--- config.mk ---
export PLATFORM = sky130hd
export DESIGN_NAME = draw_layer_arbiter
export DESIGN_NICKNAME = d
export VERILOG_FILES = /design/src/rtl/draw_arb_pkg.sv /design/src/rtl/draw_priority_encoder.sv /design/src/rtl/draw_layer_arbiter.sv
export SDC_FILE = /design/constraint.sdc
export NUM_CORES = 1
export LEC_CHECK = 0
export CELL_PAD_IN_SITES_DETAIL_PLACEMENT = 1
export CELL_PAD_IN_SITES_GLOBAL_PLACEMENT = 2
export CORE_ASPECT_RATIO = 0.5
export CORE_MARGIN = 8
export CORE_UTILIZATION = 18
export CTS_BUF_LIST = sky130_fd_sc_hd__clkbuf_16
export DETAILED_ROUTE_END_ITERATION = 16
export PLACE_DENSITY = 0.78
export SYNTH_ARGS = -nofsm -noshare
export SYNTH_HDL_FRONTEND = slang
export SYNTH_HIERARCHICAL = 1
export SYNTH_SLANG_ARGS = --single-unit
--- constraint.sdc ---
create_clock -name clk -period 3.9 [get_ports clk]
set_input_delay 0.78 -clock clk [delete_from_list [all_inputs] [get_ports clk]]
set_output_delay 0.78 -clock clk [all_outputs]
set_load 0.1 [all_outputs]
--- src/rtl/draw_arb_pkg.sv ---
// Shared types and constants for the VGA draw-layer arbiter.
package draw_arb_pkg;

  typedef logic [7:0] rgb_t;

  localparam int unsigned DEFAULT_NUM_LAYERS = 4;
  localparam rgb_t        RESET_RGB          = 8'h00;

  typedef enum logic {
    IDLE    = 1'b0,
    PENDING = 1'b1
  } cfg_state_t;

endpackage

--- src/rtl/draw_priority_encoder.sv ---
// Lowest-set-index priority encoder; index 0 is the highest priority.
module draw_priority_encoder
  import draw_arb_pkg::*;
#(
  parameter int unsigned NUM_LAYERS = DEFAULT_NUM_LAYERS,
  parameter int unsigned IDX_W      = 2
) (
  input  logic [NUM_LAYERS-1:0] req_i,
  output logic                  found_o,
  output logic [IDX_W-1:0]      idx_o
);

  // Scan from the top so the lowest set index is written last and wins.
  always_comb begin
    found_o = 1'b0;
    idx_o   = '0;
    for (int i = int'(NUM_LAYERS) - 1; i >= 0; i--) begin
      if (req_i[i]) begin
        found_o = 1'b1;
        idx_o   = IDX_W'(i);
      end
    end
  end

endmodule

--- src/rtl/draw_layer_arbiter.sv ---
// Per-pixel layer arbiter with frame-aligned enable reconfiguration.
// Optional overlap detection is built when COLLISION_DETECT_EN is defined.
module draw_layer_arbiter
  import draw_arb_pkg::*;
#(
  parameter int unsigned NUM_LAYERS    = DEFAULT_NUM_LAYERS,
  parameter int unsigned FRAME_START_X = 0,
  parameter int unsigned FRAME_START_Y = 0,
  localparam int unsigned IDX_W = (NUM_LAYERS > 1) ? $clog2(NUM_LAYERS) : 1
) (
  input  logic                       clk,
  input  logic                       resetN,
  input  logic [10:0]                pixelX,
  input  logic [10:0]                pixelY,
  input  logic [NUM_LAYERS-1:0]      drawReq,
  input  logic [NUM_LAYERS-1:0][7:0] layerRGB,
  input  logic [7:0]                 BG_RGB,
  input  logic                       cfg_valid,
  input  logic [NUM_LAYERS-1:0]      cfg_enable,
  output logic                       cfg_ready,
  output logic [7:0]                 RGBOut,
  output logic [IDX_W-1:0]           winnerIdx,
  output logic                       anyDraw,
  output logic                       collision,
  output logic [NUM_LAYERS-1:0]      collisionMask
);

  cfg_state_t            state_q, state_d;
  logic [NUM_LAYERS-1:0] enable_q, enable_d;
  logic [NUM_LAYERS-1:0] pending_q, pending_d;
  logic                  ready_q;
  logic                  frame_start;
  logic [NUM_LAYERS-1:0] eff_mask;
  logic [NUM_LAYERS-1:0] active;
  logic                  found;
  logic [IDX_W-1:0]      win_idx;
  rgb_t                  rgb_q, rgb_d;
  logic [IDX_W-1:0]      idx_q, idx_d;
  logic                  any_q, any_d;

  assign frame_start = (pixelX == 11'(FRAME_START_X)) && (pixelY == 11'(FRAME_START_Y));

  // A pending mask takes effect on the frame-start pixel itself.
  assign eff_mask = ((state_q == PENDING) && frame_start) ? pending_q : enable_q;
  assign active   = drawReq & eff_mask;

  draw_priority_encoder #(
    .NUM_LAYERS (NUM_LAYERS),
    .IDX_W      (IDX_W)
  ) u_winner (
    .req_i   (active),
    .found_o (found),
    .idx_o   (win_idx)
  );

  always_comb begin
    rgb_d = found ? layerRGB[win_idx] : BG_RGB;
    idx_d = found ? win_idx : '0;
    any_d = found;
  end

  // Config FSM: capture in IDLE, commit at the next frame start.
  always_comb begin
    state_d   = state_q;
    enable_d  = enable_q;
    pending_d = pending_q;
    case (state_q)
      IDLE: begin
        if (cfg_valid) begin
          pending_d = cfg_enable;
          state_d   = PENDING;
        end
      end
      PENDING: begin
        if (frame_start) begin
          enable_d = pending_q;
          state_d  = IDLE;
        end
      end
      default: state_d = IDLE;
    endcase
  end

  always_ff @(posedge clk) begin
    if (!resetN) begin
      state_q   <= IDLE;
      enable_q  <= '1;
      pending_q <= '0;
      ready_q   <= 1'b1;
      rgb_q     <= RESET_RGB;
      idx_q     <= '0;
      any_q     <= 1'b0;
    end else begin
      state_q   <= state_d;
      enable_q  <= enable_d;
      pending_q <= pending_d;
      ready_q   <= (state_d == IDLE);
      rgb_q     <= rgb_d;
      idx_q     <= idx_d;
      any_q     <= any_d;
    end
  end

  assign cfg_ready = ready_q;
  assign RGBOut    = rgb_q;
  assign winnerIdx = idx_q;
  assign anyDraw   = any_q;

`ifdef COLLISION_DETECT_EN
  logic                  collide;
  logic [NUM_LAYERS-1:0] hit;
  logic                  coll_q;
  logic [NUM_LAYERS-1:0] cmask_q, cmask_d;

  // Clearing the lowest set bit leaves a residue only when two or more are set.
  assign collide = |(active & (active - NUM_LAYERS'(1)));
  assign hit     = collide ? active : '0;
  assign cmask_d = frame_start ? hit : (cmask_q | hit);

  always_ff @(posedge clk) begin
    if (!resetN) begin
      coll_q  <= 1'b0;
      cmask_q <= '0;
    end else begin
      coll_q  <= collide;
      cmask_q <= cmask_d;
    end
  end

  assign collision     = coll_q;
  assign collisionMask = cmask_q;
`else
  assign collision     = 1'b0;
  assign collisionMask = '0;
`endif

endmodule
==> flow_summary_export.csv <==
group,metric,value,unit
outcome,outcome,"complete, no violations",
route,routed_wl,5.05,mm
power_and_ir_drop,p_sw_frac,0.323,
synth,syn-instance-count,113,
critical_path,worstSetupPathType,"input pin to flip-flop",
synth,synthTopCellsByArea,"dfxtp_1, mux4_2, mux2i_1",
power_and_ir_drop,switchingPower,0.000227,W
timing,min_period,3.42,ns
clocking,cts_resized,0,
critical_path,r2r_end,"RGBOut[2]",
clocking,cts.htree.levels,1,
power_and_ir_drop,internal_power,0.000476,W
critical_path,crit_start,"pixelY[1]",
power_and_ir_drop,seqPwrFrac,0.331,
clocking,cts.clk_slew.worst_paths,0.06,ns
route,firstDrtPassIters,3,
timing,setup_violations,0,
placement,place_inst,284,
global_route,grt_pass1_wl,7.56,mm
critical_path,cp_max_fo,9,
placement,dp_hpwl,4.35,mm
synth,yosysTopAreaCell,"dfxtp_1",
global_route,gr-total-overflow,0,
global_route,grt_pass1_vias,1333,
floorplan,dieHeight,73.9,um
critical_path,reg2reg_slack,1.20,ns
timing,worst_slack,0.478,ns
floorplan,die_w,132,um
clocking,hold_buffers,0,
route,viasPerCell,4.04,
global_route,grt_max_degree,21,
synth,synth-seq-area-share,0.349,
placement,portBuffers,84,
critical_path,r2r_cells,10,
route,drc_errors,0,
synth,ys_ff_latch,21,
route,ant_nets,0,
global_route,antenna_found_initial,0,
power_and_ir_drop,ir_drop,0.144,mV
power_and_ir_drop,powerDensity,318,nW/um2
critical_path,worst_path_max_delay_cell,"mux4_2",
global_route,track_usage,0.101,
timing,period_share,0.877,
timing,rsz0062_at_grt,"no",
route,drt_iter0_drc,24,
placement,place_ws,0.198,ns
timing,finalSetupTns,0,ns
clocking,numCtsBuffers,3,
timing,slew_headroom,0.320,
critical_path,critPathTopFamily,"simple AND/OR/NAND/NOR gates",
floorplan,initial_core_util,0.183,
synth,synth_top_cell_area_share,0.349,
timing,clock_skew,0.00298,ns
synth,ys_types,27,
clocking,clk_latency,0.25,ns
floorplan,core.rowCount,21,
final_layout,stdcell_count,288,
final_layout,area_growth,83.3,%
power_and_ir_drop,leakagePower,0.864,nW
final_layout,stdcell_area,2210,um2
route,vias,1163,
timing,worstMarginPinSlew,1.02,ns
floorplan,ioPinCount,90,
floorplan,dieArea,9740,um2
placement,place_congestion,0.738,
synth,netlist_area,1210,um2
critical_path,worstSetupEndpointType,"flip-flop",
timing,slew_viol_final,0,
power_and_ir_drop,combPwrFrac,0.357,
critical_path,path_depth,11,
clocking,cts_buffer_depth,2,
clocking,cts_sinks,21,
final_layout,n_antenna_cell,0,
critical_path,start_kind,"input pin",
clocking,cts_root_buf,"clkbuf_16",
critical_path,r2r-start,"state_q",
critical_path,cp_common_cell,"mux2i_1",
clocking,postCtsSetupBuffers,0,
synth,synth_warnings,6,
power_and_ir_drop,pwr-share-clk,0.312,
critical_path,critPathRequiredTime,4.04,ns
final_layout,finalNetCount,270,
final_layout,drive_gt1_frac,0.107,
route,wl_per_cell,17.5,um
critical_path,cpPeakStageDelay,0.55,ns
critical_path,critPathArrivalTime,3.56,ns
placement,placed_area,2130,um2
min_path,hold_class,"flip-flop to flip-flop",
timing,hold_viol,0,
critical_path,path_buf_inv,2,
clocking,cts_tree,"done",
floorplan,core_area,6600,um2
run,max_cap_viol_count,0,
critical_path,cp_cell_sequence,"clkdlybuf4s50_1 -> nor3_1 -> nand4_4 -> nor2_8 -> mux2i_1 -> nand2b_1 -> a21oi_2 -> buf_4 -> mux4_2 -> mux2i_1 -> nor2b_1",
synth,synth.avg_cell_area,10.7,um2
critical_path,crit_end,"RGBOut[2]",
timing,max_freq,292,MHz
-- synthesized netlist by cell type (all sizes together) --
cell type and instances:
nor2b 13, or2 1, o21ai 5, nor3 2, o311ai 4, clkbuf 4
mux2i 15, nand2b 1, conb 1, inv 5, nand4 1, nor4b 1
nand2 10, dfxtp 21, a21oi 2, mux4 8, nor2 5, nor4 4
and2 1, buf 7, and3 2
-- state kept, by name (all words and copies together) (netlist names) --
signal and cells:
RGBOut 8, enable_q 4, pending_q 4, winnerIdx 2, anyDraw 1, cfg_ready 1, state_q 1
-- how the worst min path moves through the flow --
stage,startpoint,to,slack [ns],cells past startpoint
after CTS,enable_q[0],enable_q[0],0.54,2
final,pending_q[0],enable_q[0],0.54,2
after global routing,pending_q[1],enable_q[1],0.57,2
after detailed placement,enable_q[0],enable_q[0],0.53,2
after floorplan,enable_q[0],enable_q[0],0.47,2
after global placement,enable_q[0],enable_q[0],0.51,2
-- stage by stage --
stage	hold slack, ns	utilization	power, W
after CTS	0.540	0.335	0.000711
after detailed placement	0.526	0.323	0.000490
final	0.542	0.335	0.000703
after global placement	0.511	0.323	0.000486
after global routing	0.573	0.335	0.000733
after floorplan	0.475	-	0.000383
-- cells in the final DEF, fill, tap and decap left out, types with 3 or more instances in the layout --
cell type,count
mux4_2,8
clkdlybuf4s50_1,84
dfxtp_1,21
nor2b_1,13
inv_1,5
o21ai_0,5
clkbuf_16,3
nand2_1,9
nor2_1,4
o311ai_1,4
mux2i_1,15
conb_1,5
-- area by class of cell --
| class | count | area, um2 |
|---|---|---|
| sequential | 21 | 420 |
| inverter | 5 | 18.8 |
| clock inverter | 1 | 5.00 |
| clock buffer | 3 | 75.1 |
| fill | 745 | 4380 |
| timing repair buffer | 86 | 856 |
| multi-input combinational | 80 | 721 |
| tap | 92 | 115 |
-- metal layers --
layer  vias to the layer above  GRT usage  part of all wire
met5                         -          0                 0
met3                         4     0.0164             0.013
li1                        561          -                 -
met4                         0     0.0277             0.011
met2                        13      0.194              0.56
met1                       585      0.116              0.42
-- cells by family (layout without fill, tap and decap cells) --
kind of cell	count (synthesis)	in the layout	synth area share
buffers and inverters	16	95	0.0664
other	1	5	0.00311
muxes	23	23	0.274
DFF	21	21	0.349
and+or+nand+nor	41	41	0.247
AOI/OAI and AO/OA	11	11	0.0612
-- power by group through the flow --
stage	Clock [W]	Sequential (W)	Combinational [W]
after floorplan	0	0.000307	0.0000752
after global placement	0	0.000237	0.000249
after detailed placement	0	0.000238	0.000252
after CTS	0.000225	0.000233	0.000253
after global routing	0.000236	0.000234	0.000263
final	0.000219	0.000233	0.000251
-- tightest hold or removal path, delay by kind of cell (launching register included) --
| family | cells | cell delay (ns) |
|---|---|---|
| buffers and inverters | 1 | 0.06 |
| AOI/OAI and AO/OA | 1 | 0.09 |
| DFF | 1 | 0.33 |
No activity file was read; power rests on OpenSTA's default activity.
